### src/rtl/rr_stream_distributor.sv
`default_nettype none
// ============================================================================
// Module   : rr_stream_distributor
// Purpose  : Takes one valid/ready stream and sends each beat to exactly one
//            of NumOup output streams. The target is chosen either from
//            sel_i (ExtSel=1) or by an internal round-robin pointer, which
//            can skip outputs that are not ready (SkipBusy=1). Each beat is
//            held in a single registered output stage.
// Ports    : clk      - clock
//            rst_n    - asynchronous reset, active HIGH (despite the name)
//            flush_i  - synchronous reset of the round-robin pointer
//            sel_i    - external target index, used when ExtSel=1
//            valid_i  - input beat valid
//            ready_o  - input beat accepted when valid_i && ready_o
//            data_i   - input payload
//            valid_o  - per-output valid, one-hot or zero
//            ready_i  - per-output ready
//            data_o   - payload of the buffered beat, shared by all outputs
//            idx_o    - index of the output holding the buffered beat
// Revision : 1.0 - initial release
// ============================================================================
module rr_stream_distributor #(
    parameter int NumOup    = 7,
    parameter int DataWidth = 45,
    parameter bit ExtSel    = 1'b0,
    parameter bit SkipBusy  = 1'b1,
    parameter int IdxWidth  = (NumOup > 1) ? $clog2(NumOup) : 1
) (
    input  logic                 clk,
    input  logic                 rst_n,
    input  logic                 flush_i,
    input  logic [IdxWidth-1:0]  sel_i,
    input  logic                 valid_i,
    output logic                 ready_o,
    input  logic [DataWidth-1:0] data_i,
    output logic [NumOup-1:0]    valid_o,
    input  logic [NumOup-1:0]    ready_i,
    output logic [DataWidth-1:0] data_o,
    output logic [IdxWidth-1:0]  idx_o
);

    localparam logic [IdxWidth-1:0] LastIdx = IdxWidth'(NumOup - 1);
    localparam logic [IdxWidth:0]   NumOupW = (IdxWidth+1)'(NumOup);

    logic                 full_q, full_d;
    logic [DataWidth-1:0] data_q, data_d;
    logic [IdxWidth-1:0]  idx_q,  idx_d;
    logic [IdxWidth-1:0]  rr_q,   rr_d;

    logic                 sel_ready;
    logic                 out_hs;
    logic                 in_hs;
    logic [IdxWidth-1:0]  tgt;
    logic [IdxWidth:0]    cand;
    logic [IdxWidth-1:0]  rr_next;

    // sel_i is only meaningful for ExtSel=1; keeps lint quiet otherwise.
    logic unused_sel;
    assign unused_sel = ^sel_i;

    // ------------------------------------------------------------------
    // Output side
    // ------------------------------------------------------------------
    for (genvar k = 0; k < NumOup; k++) begin : g_valid
        assign valid_o[k] = full_q && (idx_q == IdxWidth'(k));
    end

    // Ready of the output currently holding the beat; the loop keeps every
    // index into ready_i constant, which is also safe for NumOup=1.
    always_comb begin
        sel_ready = 1'b0;
        for (int k = 0; k < NumOup; k++) begin
            if (idx_q == IdxWidth'(k)) begin
                sel_ready = ready_i[k];
            end
        end
    end

    assign out_hs  = full_q && sel_ready;
    assign ready_o = !full_q || out_hs;
    assign in_hs   = valid_i && ready_o;
    assign data_o  = data_q;
    assign idx_o   = idx_q;

    // ------------------------------------------------------------------
    // Target selection
    // ------------------------------------------------------------------
    always_comb begin
        tgt  = rr_q;
        cand = '0;
        if (ExtSel) begin
            // Out-of-range selects are clamped onto the last output.
            tgt = (sel_i > LastIdx) ? LastIdx : sel_i;
        end else if (SkipBusy) begin
            // Walk the cyclic order backwards so the last hit is the ready
            // output closest to rr_q; none ready leaves tgt at rr_q.
            for (int off = NumOup - 1; off >= 0; off--) begin
                cand = {1'b0, rr_q} + (IdxWidth+1)'(off);
                if (cand >= NumOupW) begin
                    cand = cand - NumOupW;
                end
                for (int k = 0; k < NumOup; k++) begin
                    if ((cand == (IdxWidth+1)'(k)) && ready_i[k]) begin
                        tgt = IdxWidth'(k);
                    end
                end
            end
        end
    end

    // Explicit wrap so non-power-of-two NumOup works.
    assign rr_next = (tgt == LastIdx) ? '0 : tgt + IdxWidth'(1);

    // ------------------------------------------------------------------
    // Next state
    // ------------------------------------------------------------------
    always_comb begin
        full_d = full_q;
        data_d = data_q;
        idx_d  = idx_q;
        rr_d   = rr_q;
        if (in_hs) begin
            // Also covers a same-cycle out_hs: the new beat replaces the old.
            full_d = 1'b1;
            data_d = data_i;
            idx_d  = tgt;
        end else if (out_hs) begin
            full_d = 1'b0;
        end
        if (flush_i) begin
            rr_d = '0;
        end else if (in_hs && !ExtSel) begin
            rr_d = rr_next;
        end
    end

    always_ff @(posedge clk or posedge rst_n) begin
        if (rst_n) begin
            full_q <= 1'b0;
            data_q <= '0;
            idx_q  <= '0;
            rr_q   <= '0;
        end else begin
            full_q <= full_d;
            data_q <= data_d;
            idx_q  <= idx_d;
            rr_q   <= rr_d;
        end
    end

    // ------------------------------------------------------------------
    // Protocol checks
    // ------------------------------------------------------------------
    a_onehot_valid : assert property (@(posedge clk) disable iff (rst_n)
        $onehot0(valid_o));

    a_stable_while_stalled : assert property (@(posedge clk) disable iff (rst_n)
        (full_q && !sel_ready) |=>
            ($stable(valid_o) && $stable(data_o) && $stable(idx_o)));

    a_ready_known : assert property (@(posedge clk) disable iff (rst_n)
        !$isunknown(ready_o));

    a_sel_in_range : assert property (@(posedge clk) disable iff (rst_n)
        (ExtSel && in_hs) |-> (sel_i <= LastIdx));

endmodule
`default_nettype wire

### config.mk
export PLATFORM = sky130hd
export DESIGN_NAME = rr_stream_distributor
export DESIGN_NICKNAME = d
export VERILOG_FILES = /design/src/rtl/rr_stream_distributor.sv
export SDC_FILE = /design/constraint.sdc
export NUM_CORES = 1
export LEC_CHECK = 0
export BUFFER_PORTS_ARGS = -buffer_cell sky130_fd_sc_hd__clkbuf_2
export CAP_MARGIN = 20
export CORE_MARGIN = 5
export CORE_UTILIZATION = 49
export DETAILED_ROUTE_END_ITERATION = 16
export GPL_TIMING_DRIVEN = 0
export PLACE_DENSITY = 0.78
export SLEW_MARGIN = 30
export SYNTH_ARGS = -nofsm -noshare
export SYNTH_HDL_FRONTEND = slang
export SYNTH_SLANG_ARGS = --single-unit
### constraint.sdc
create_clock -name clk -period 3.4 [get_ports clk]
set_input_delay 0.68 -clock clk [delete_from_list [all_inputs] [get_ports clk]]
set_output_delay 0.68 -clock clk [all_outputs]
set_load 0.01 [all_outputs]
==> flow_summary.json, run 1 <==
{
  "cp.required_ns": 3.61,
  "fin_crit_sh": 1.08,
  "syn_avg_cell_area_um2": 9.55,
  "core-area_um2": 8680,
  "power_density_nw_per_um2": 1020,
  "rsz0062_at_grt": "true",
  "viasPerCell": 6.41,
  "die_w_um": 104,
  "relSlewSlack": 0.519,
  "max_freq_mhz": 273,
  "ys_seq_elements": 52,
  "cp-end-kind": "flip-flop",
  "synth_nets": 533,
  "htreeDepth": 2,
  "tightest_slew_ns": 0.721,
  "gp_congestion": 0.999,
  "drtPass1Iterations": 6,
  "drtIter0Drc": 444,
  "clkSlewWorstSetupHoldPaths_ns": 0.11,
  "violations": "negative setup slack",
  "place_ws_ns": -0.836,
  "critPathLaunchType": "flip-flop",
  "dp_hpwl_um": 10500,
  "cts_tree": "built",
  "num_io_pins": 115,
  "hold_viol_final": 0,
  "setup_viol": 4,
  "fp.dieH_um": 104,
  "synth_top_area_share": 0.300,
  "fin_setup_tns_ns": -0.634,
  "post_dp_cell_area_um2": 5040,
  "drt-total-wl_um": 15200,
  "numCtsBuffers": 5,
  "postLayoutCellArea_um2": 5670,
  "yosys_warnings": 0,
  "area_growth_pct": 30.6,
  "synthTopCellsByArea": "dfrtp_1 (30%), mux2_2 (13%), ha_1 (5.2%), nand2_1 (2.9%), nor2_1 (2.9%)",
  "dieArea_um2": 10800,
  "clock_skew_ns": 0.00891,
  "critical_path_class": "reg2reg",
  "num_rows": 34,
  "crit_arrival_ns": 3.88,
  "drive_gt1_frac": 0.469,
  "hp-class": "in2async",
  "antenna_found_initial": 0,
  "grt_max_degree": 53,
  "cts.sink_count": 52,
  "vias": 4535,
  "synth_cell_type_count": 85,
  "diodes": 0,
  "cts_buffer_depth": 2,
  "ys.flop_type": "dfrtp_1",
  "synth-seq-area-share": 0.300,
  "yosysMostFrequentCell": "dfrtp_1",
  "drt.antenna.violating_nets": 0,
  "nets": 676,
  "yosys-top-cells-count": "dfrtp_1 (52), mux2_2 (49), nand2_1 (34), nor2_1 (33)",
  "irDropWorstVdd_v": 0.000620,
  "cp_max_fo": 5,
  "outcome": "complete, but fails checks",
  "grt_usage": 0.265,
  "grt_pass1_wl_um": 23600,
  "start_util": 0.501,
  "syn_area_um2": 4340,
  "port_buffers": 110,
  "period_needed_ns": 3.67,
  "syn_inst": 455,
  "max_cap_viol_count": 0,
  "yosysTopAreaCell": "dfrtp_1",
  "ys_async_sr_fraction": 1.00,
  "power.leakage_nw": 2.50,
  "cts_hold_buf": 0,
  "wl_per_cell_um": 21.4,
  "root_buffer": "clkbuf_8",
  "grt_overflow": 0,
  "synth_edf_count": 0,
  "fin_ws_ns": -0.269,
  "grt_pass1_vias": 4578,
  "clock_latency_ns": 0.32,
  "slew_viol_final": 0,
  "drcViolationCount": 0
}
[logic make-up after synthesis]
family / Yosys count / synth area share
fa+ha+maj: 19 / 0.0565
buf+inv: 46 / 0.0495
mux: 58 / 0.151
simple gates: 168 / 0.232
xor+xnor: 5 / 0.0135
flops: 52 / 0.300
compound gates: 107 / 0.197
[routing by layer]
metal	global-route usage	vias to the layer above	wire length [um]
li1	-	1986	-
met1	0.321	2148	5680
met2	0.444	334	7240
met3	0.0652	67	1620
met4	0.117	0	618
met5	0	-	0
[final cells by class]
type                    count  area, um^2
fillers                   709        3010
repair buffers            136         751
clock buffers               5        68.8
clock inverters             3        27.5
plain buffers              31         223
inverters                  15        68.8
multi-input cells         357        3090
well taps                 108         135
flip-flops and latches     52        1310
[cell usage in the layout, fill, tap and decap left out, drive strengths merged, types with 5 or more instances in the layout]
master,n
o221ai,6
ha,18
and2,5
nand4b,6
nand4,5
o211a,5
o21ai,12
nor3,9
a211oi,5
nor2,33
dfrtp,52
clkbuf,131
nand2,34
mux2,49
a21oi,14
o22ai,8
a31oi,7
inv,14
nand3,10
nor2b,9
mux2i,8
nor4bb,5
nor3b,5
buf,41
nand2b,18
[sequential cells by signal, indices dropped and copies added, names as in the netlist]
signal  cells
rr_q        3
data_o     45
full_q      1
idx_o       3
[final timing paths]
check / end / startpoint / slack, ns / cells after the start
setup / recovery: rr_q[1]$_DFFE_PP0P_ / rr_q[1]$_DFFE_PP0P_ / -0.27 / 15
min in group clk: data_o[31]$_DFFE_PP0P_ / data_o[31]$_DFFE_PP0P_ / 0.52 / 1
max in group asynchronous: rr_q[1]$_DFFE_PP0P_ / rst_n / 2.54 / 2
hold / removal: data_o[12]$_DFFE_PP0P_ / rst_n / 0.43 / 2
hold reg to reg: data_o[31]$_DFFE_PP0P_ / data_o[31]$_DFFE_PP0P_ / 0.52 / 1
setup reg to reg: rr_q[1]$_DFFE_PP0P_ / rr_q[1]$_DFFE_PP0P_ / -0.27 / 15
[worst max-delay path: stages, from the launching register on]
cell        delay (ns)
dfrtp_2           0.43
buf_8             0.13
clkinvlp_4        0.17
ha_4              0.22
fa_2              0.38
buf_4             0.15
buf_2             0.14
and3b_2           0.23
o211a_1           0.23
o21ai_1           0.16
nand4b_1          0.18
nor2_2            0.21
o311ai_4          0.17
a211oi_4          0.36
nand2_1           0.11
a311oi_2          0.29
[power by group]
part / switching, mW / internal (mW) / leakage, nW / total [mW]
clock: 0.232 / 0.152 / 0.0463 / 0.384
sequential: 0.186 / 0.931 / 0.608 / 1.12
combinational: 2.36 / 1.92 / 1.84 / 4.28
total: 2.78 / 3.00 / 2.50 / 5.78
[stage by stage]
| stage | hold slack (ns) | total power [mW] | utilization | instances |
|---|---|---|---|---|
| CTS | 0.447 | 5.37 | 0.633 | 698 |
| finish | 0.432 | 5.78 | 0.654 | 707 |
| floorplan | 0.551 | 3.58 | - | 455 |
| global placement | 0.489 | 4.50 | 0.581 | 673 |
| detailed placement | 0.494 | 4.60 | 0.581 | 673 |
| global route | 0.479 | 6.13 | 0.654 | 707 |
[what timing repair did]
| action | CTS | global route |
|---|---|---|
| pin swaps | 12 | 13 |
| cloned | 1 | 0 |
| setup buffers | 16 | 10 |
| resized for setup | 53 | 22 |
| setup endpoints to repair | 6 | 11 |
| endpoints found under the hold margin | 0 | 0 |
(Power assumes the default switching activity.)
==> inputs of run 2 (changes only) <==
--- a/config.mk
+++ b/config.mk
@@ -5,10 +5,11 @@
 export SDC_FILE = /design/constraint.sdc
 export NUM_CORES = 1
 export LEC_CHECK = 0
+export ABC_AREA = 1
 export BUFFER_PORTS_ARGS = -buffer_cell sky130_fd_sc_hd__clkbuf_2
 export CAP_MARGIN = 20
 export CORE_MARGIN = 5
-export CORE_UTILIZATION = 49
+export CORE_UTILIZATION = 48
 export DETAILED_ROUTE_END_ITERATION = 16
 export GPL_TIMING_DRIVEN = 0
 export PLACE_DENSITY = 0.78
==> flow_summary.json, run 2 <==
{
  "outcome": "complete, but fails checks",
  "violations": "negative setup slack",
  "drtIter0Drc": 194,
  "p_total_mw": 5.07,
  "cts_buffer_depth": 2,
  "clock_skew_ns": 0.00673,
  "met2_length_um": 5500,
  "viasPerCell": 4.96,
  "r2r-start": "rr_q[1]$_DFFE_PP0P_",
  "grt_max_degree": 53,
  "ys.flop_type": "dfrtp_1",
  "top_layer": "met4",
  "met1_length_um": 4370,
  "drtPass1Iterations": 5,
  "ys_async_sr_fraction": 1.00,
  "max_freq_mhz": 250,
  "path_buf_inv": 2,
  "period_needed_ns": 4.00,
  "instances_no_fill": 842,
  "gp_congestion": 0.883,
  "ys_seq_elements": 52,
  "antenna_found_initial": 0,
  "largest_reg_flops": 45,
  "root_buffer": "clkbuf_8",
  "num_io_pins": 115,
  "max_cap_viol_count": 0,
  "rr_worst_depth": 32,
  "critical_path_class": "reg2reg",
  "place_ws_ns": -0.824,
  "relSlewSlack": 0.578,
  "cts.sink_count": 52,
  "syn_inst": 613,
  "setup_viol": 5,
  "drive_gt1_frac": 0.236,
  "vias": 4179,
  "synthTopCellsByArea": "dfrtp_1 (34%), nand2_1 (24%), inv_1 (8.8%), ha_1 (5.8%), nor2_1 (5.8%)",
  "htreeDepth": 2,
  "area_growth_pct": 24.8,
  "core-area_um2": 7770,
  "cp-end-kind": "flip-flop",
  "dpl.cell_count": 826,
  "synth_top_area_share": 0.337,
  "fp.dieH_um": 99.7,
  "synth-xor-area-share": 0.0110,
  "yosys-top-cells-count": "nand2_1 (244), inv_1 (91), nor2_1 (60), dfrtp_1 (52), nand3_1 (31)",
  "diodes": 0,
  "clock_latency_ns": 0.31,
  "fin_crit_sh": 1.18,
  "grt_overflow": 0,
  "fin_ws_ns": -0.599,
  "start_util": 0.497,
  "postLayoutCoreUtil": 0.620,
  "nets": 817,
  "yosysMostFrequentCell": "nand2_1",
  "tightest_slew_ns": 0.633,
  "crit_arrival_ns": 4.24,
  "cp.required_ns": 3.64,
  "cts_tree": "built",
  "syn_avg_cell_area_um2": 6.30,
  "cp_max_fo": 5,
  "cpPeakStageDelay_ns": 0.60,
  "synth_nets": 691,
  "wl_met3_um": 770,
  "port_buffers": 111,
  "drcViolationCount": 0,
  "irDropWorstVdd_v": 0.000471,
  "yosys_warnings": 0,
  "die_w_um": 99.7,
  "path_delay_family": "compound AO/OA/AOI/OAI gates",
  "power_density_nw_per_um2": 1050,
  "numCtsBuffers": 5,
  "slew_viol_final": 0,
  "crit_slowest_cell": "fa_2",
  "grt_pass1_wl_um": 18200,
  "final_common_cell": "nand2_1",
  "synth-compound-area-share": 0.0570,
  "grt_usage": 0.220,
  "synth_cell_type_count": 36,
  "yosys.area_share.simple": 0.417,
  "hold_viol_final": 0,
  "power.leakage_nw": 2.76,
  "synth_edf_count": 0,
  "synth-seq-area-share": 0.337,
  "synth.mux.area_fraction": 0,
  "final_cell_mix": "nand2_1 (239), clkbuf_2 (111), inv_1 (87), nor2_1 (56), dfrtp_1 (49)",
  "critPathLaunchType": "flip-flop",
  "dieArea_um2": 9940,
  "drt.antenna.violating_nets": 0,
  "num_rows": 32,
  "clkSlewWorstSetupHoldPaths_ns": 0.10,
  "grt_pass1_vias": 4147,
  "drt-total-wl_um": 10900,
  "synthAdderAreaFrac": 0.0635,
  "worst-r2r-setup-slack_ns": -0.60,
  "synth_top_family_by_area": "simple AND/OR/NAND/NOR gates",
  "cp_common_cell": "nand2_1",
  "hp-class": "in2async",
  "syn_area_um2": 3860,
  "yosysTopAreaCell": "dfrtp_1",
  "rsz0062_at_grt": "true",
  "wl_per_cell_um": 13.0,
  "reg2reg_to": "rr_q[2]$_DFFE_PP0P_",
  "dp_hpwl_um": 8360
}
-- run 2: changes by cell type after synthesis, moves of 8 or more --
cell / previous run / this run
nor4_1: 1 / 9
nor3_1: 8 / 30
o22ai_1: 8 / 0
inv_1: 13 / 91
nand2_1: 34 / 244
nand3_1: 9 / 31
mux2_2: 49 / 0
buf_2: 10 / 1
nor2_1: 33 / 60
nand2b_1: 18 / 0
nor2b_1: 9 / 0
-- run 2: cell type report --
cell class	instances	area (um^2)
clock inverter	3	27.5
clock buffer	5	68.8
buffer	13	71.3
sequential	52	1310
inverter	99	384
timing repair buffer	119	623
fill	728	2950
tap	102	128
multi-input combinational	449	2210
-- run 2: cell families (layout without fill, tap and decap cells) --
family                   Yosys count  after routing
buffers and inverters            112            239
AO/OA/AOI/OAI                     37             37
flip-flops                        52             52
adder cells (fa/ha/maj)           19             19
AND/OR/NAND/NOR                  389            389
XOR/XNOR                           4              4
-- run 2: through the flow --
stage	area, um^2	setup TNS, ns	hold WS (ns)
2_1_floorplan	3880	-0.885	0.509
3_3_place_gp	4560	-3.26	0.454
3_5_place_dp	4570	-3.63	0.458
4_1_cts	4770	-2.20	0.454
5_1_grt	4820	-5.21	0.496
6_report	4820	-2.46	0.435
-- run 2: power breakdown --
part           switching [mW]  internal [mW]  total (mW)
clock network           0.225          0.152       0.377
registers               0.205          0.918        1.12
logic                    2.29           1.28        3.57
total                    2.72           2.35        5.07
-- run 2: what timing repair did --
action / 4_1_cts / 5_1_grt
pin swaps: 5 / 4
buffers inserted: 6 / 2
gates resized for setup: 19 / 12
hold buffers: 0 / 0
setup endpoints to repair: 6 / 6
endpoints found under the hold margin: 0 / 0
-- run 2: worst max-delay path by stage --
stage,from,end,slack (ns),cells past startpoint
global placement,rr_q[2]$_DFFE_PP0P_,rr_q[1]$_DFFE_PP0P_,-0.73,51
floorplan,rr_q[1]$_DFFE_PP0P_,rr_q[1]$_DFFE_PP0P_,-0.27,52
finish,rr_q[1]$_DFFE_PP0P_,rr_q[2]$_DFFE_PP0P_,-0.60,32
global route,rr_q[1]$_DFFE_PP0P_,rr_q[1]$_DFFE_PP0P_,-1.14,51
detailed placement,rr_q[2]$_DFFE_PP0P_,rr_q[1]$_DFFE_PP0P_,-0.82,51
CTS,rr_q[0]$_DFFE_PP0P_,rr_q[1]$_DFFE_PP0P_,-0.54,51
-- run 2: layer usage --
| metal | GRT usage | up-vias |
|---|---|---|
| met1 | 0.264 | 1871 |
| met4 | 0.0798 | 0 |
| met2 | 0.384 | 137 |
| met3 | 0.0505 | 28 |
| li1 | - | 2143 |
| met5 | 0 | - |
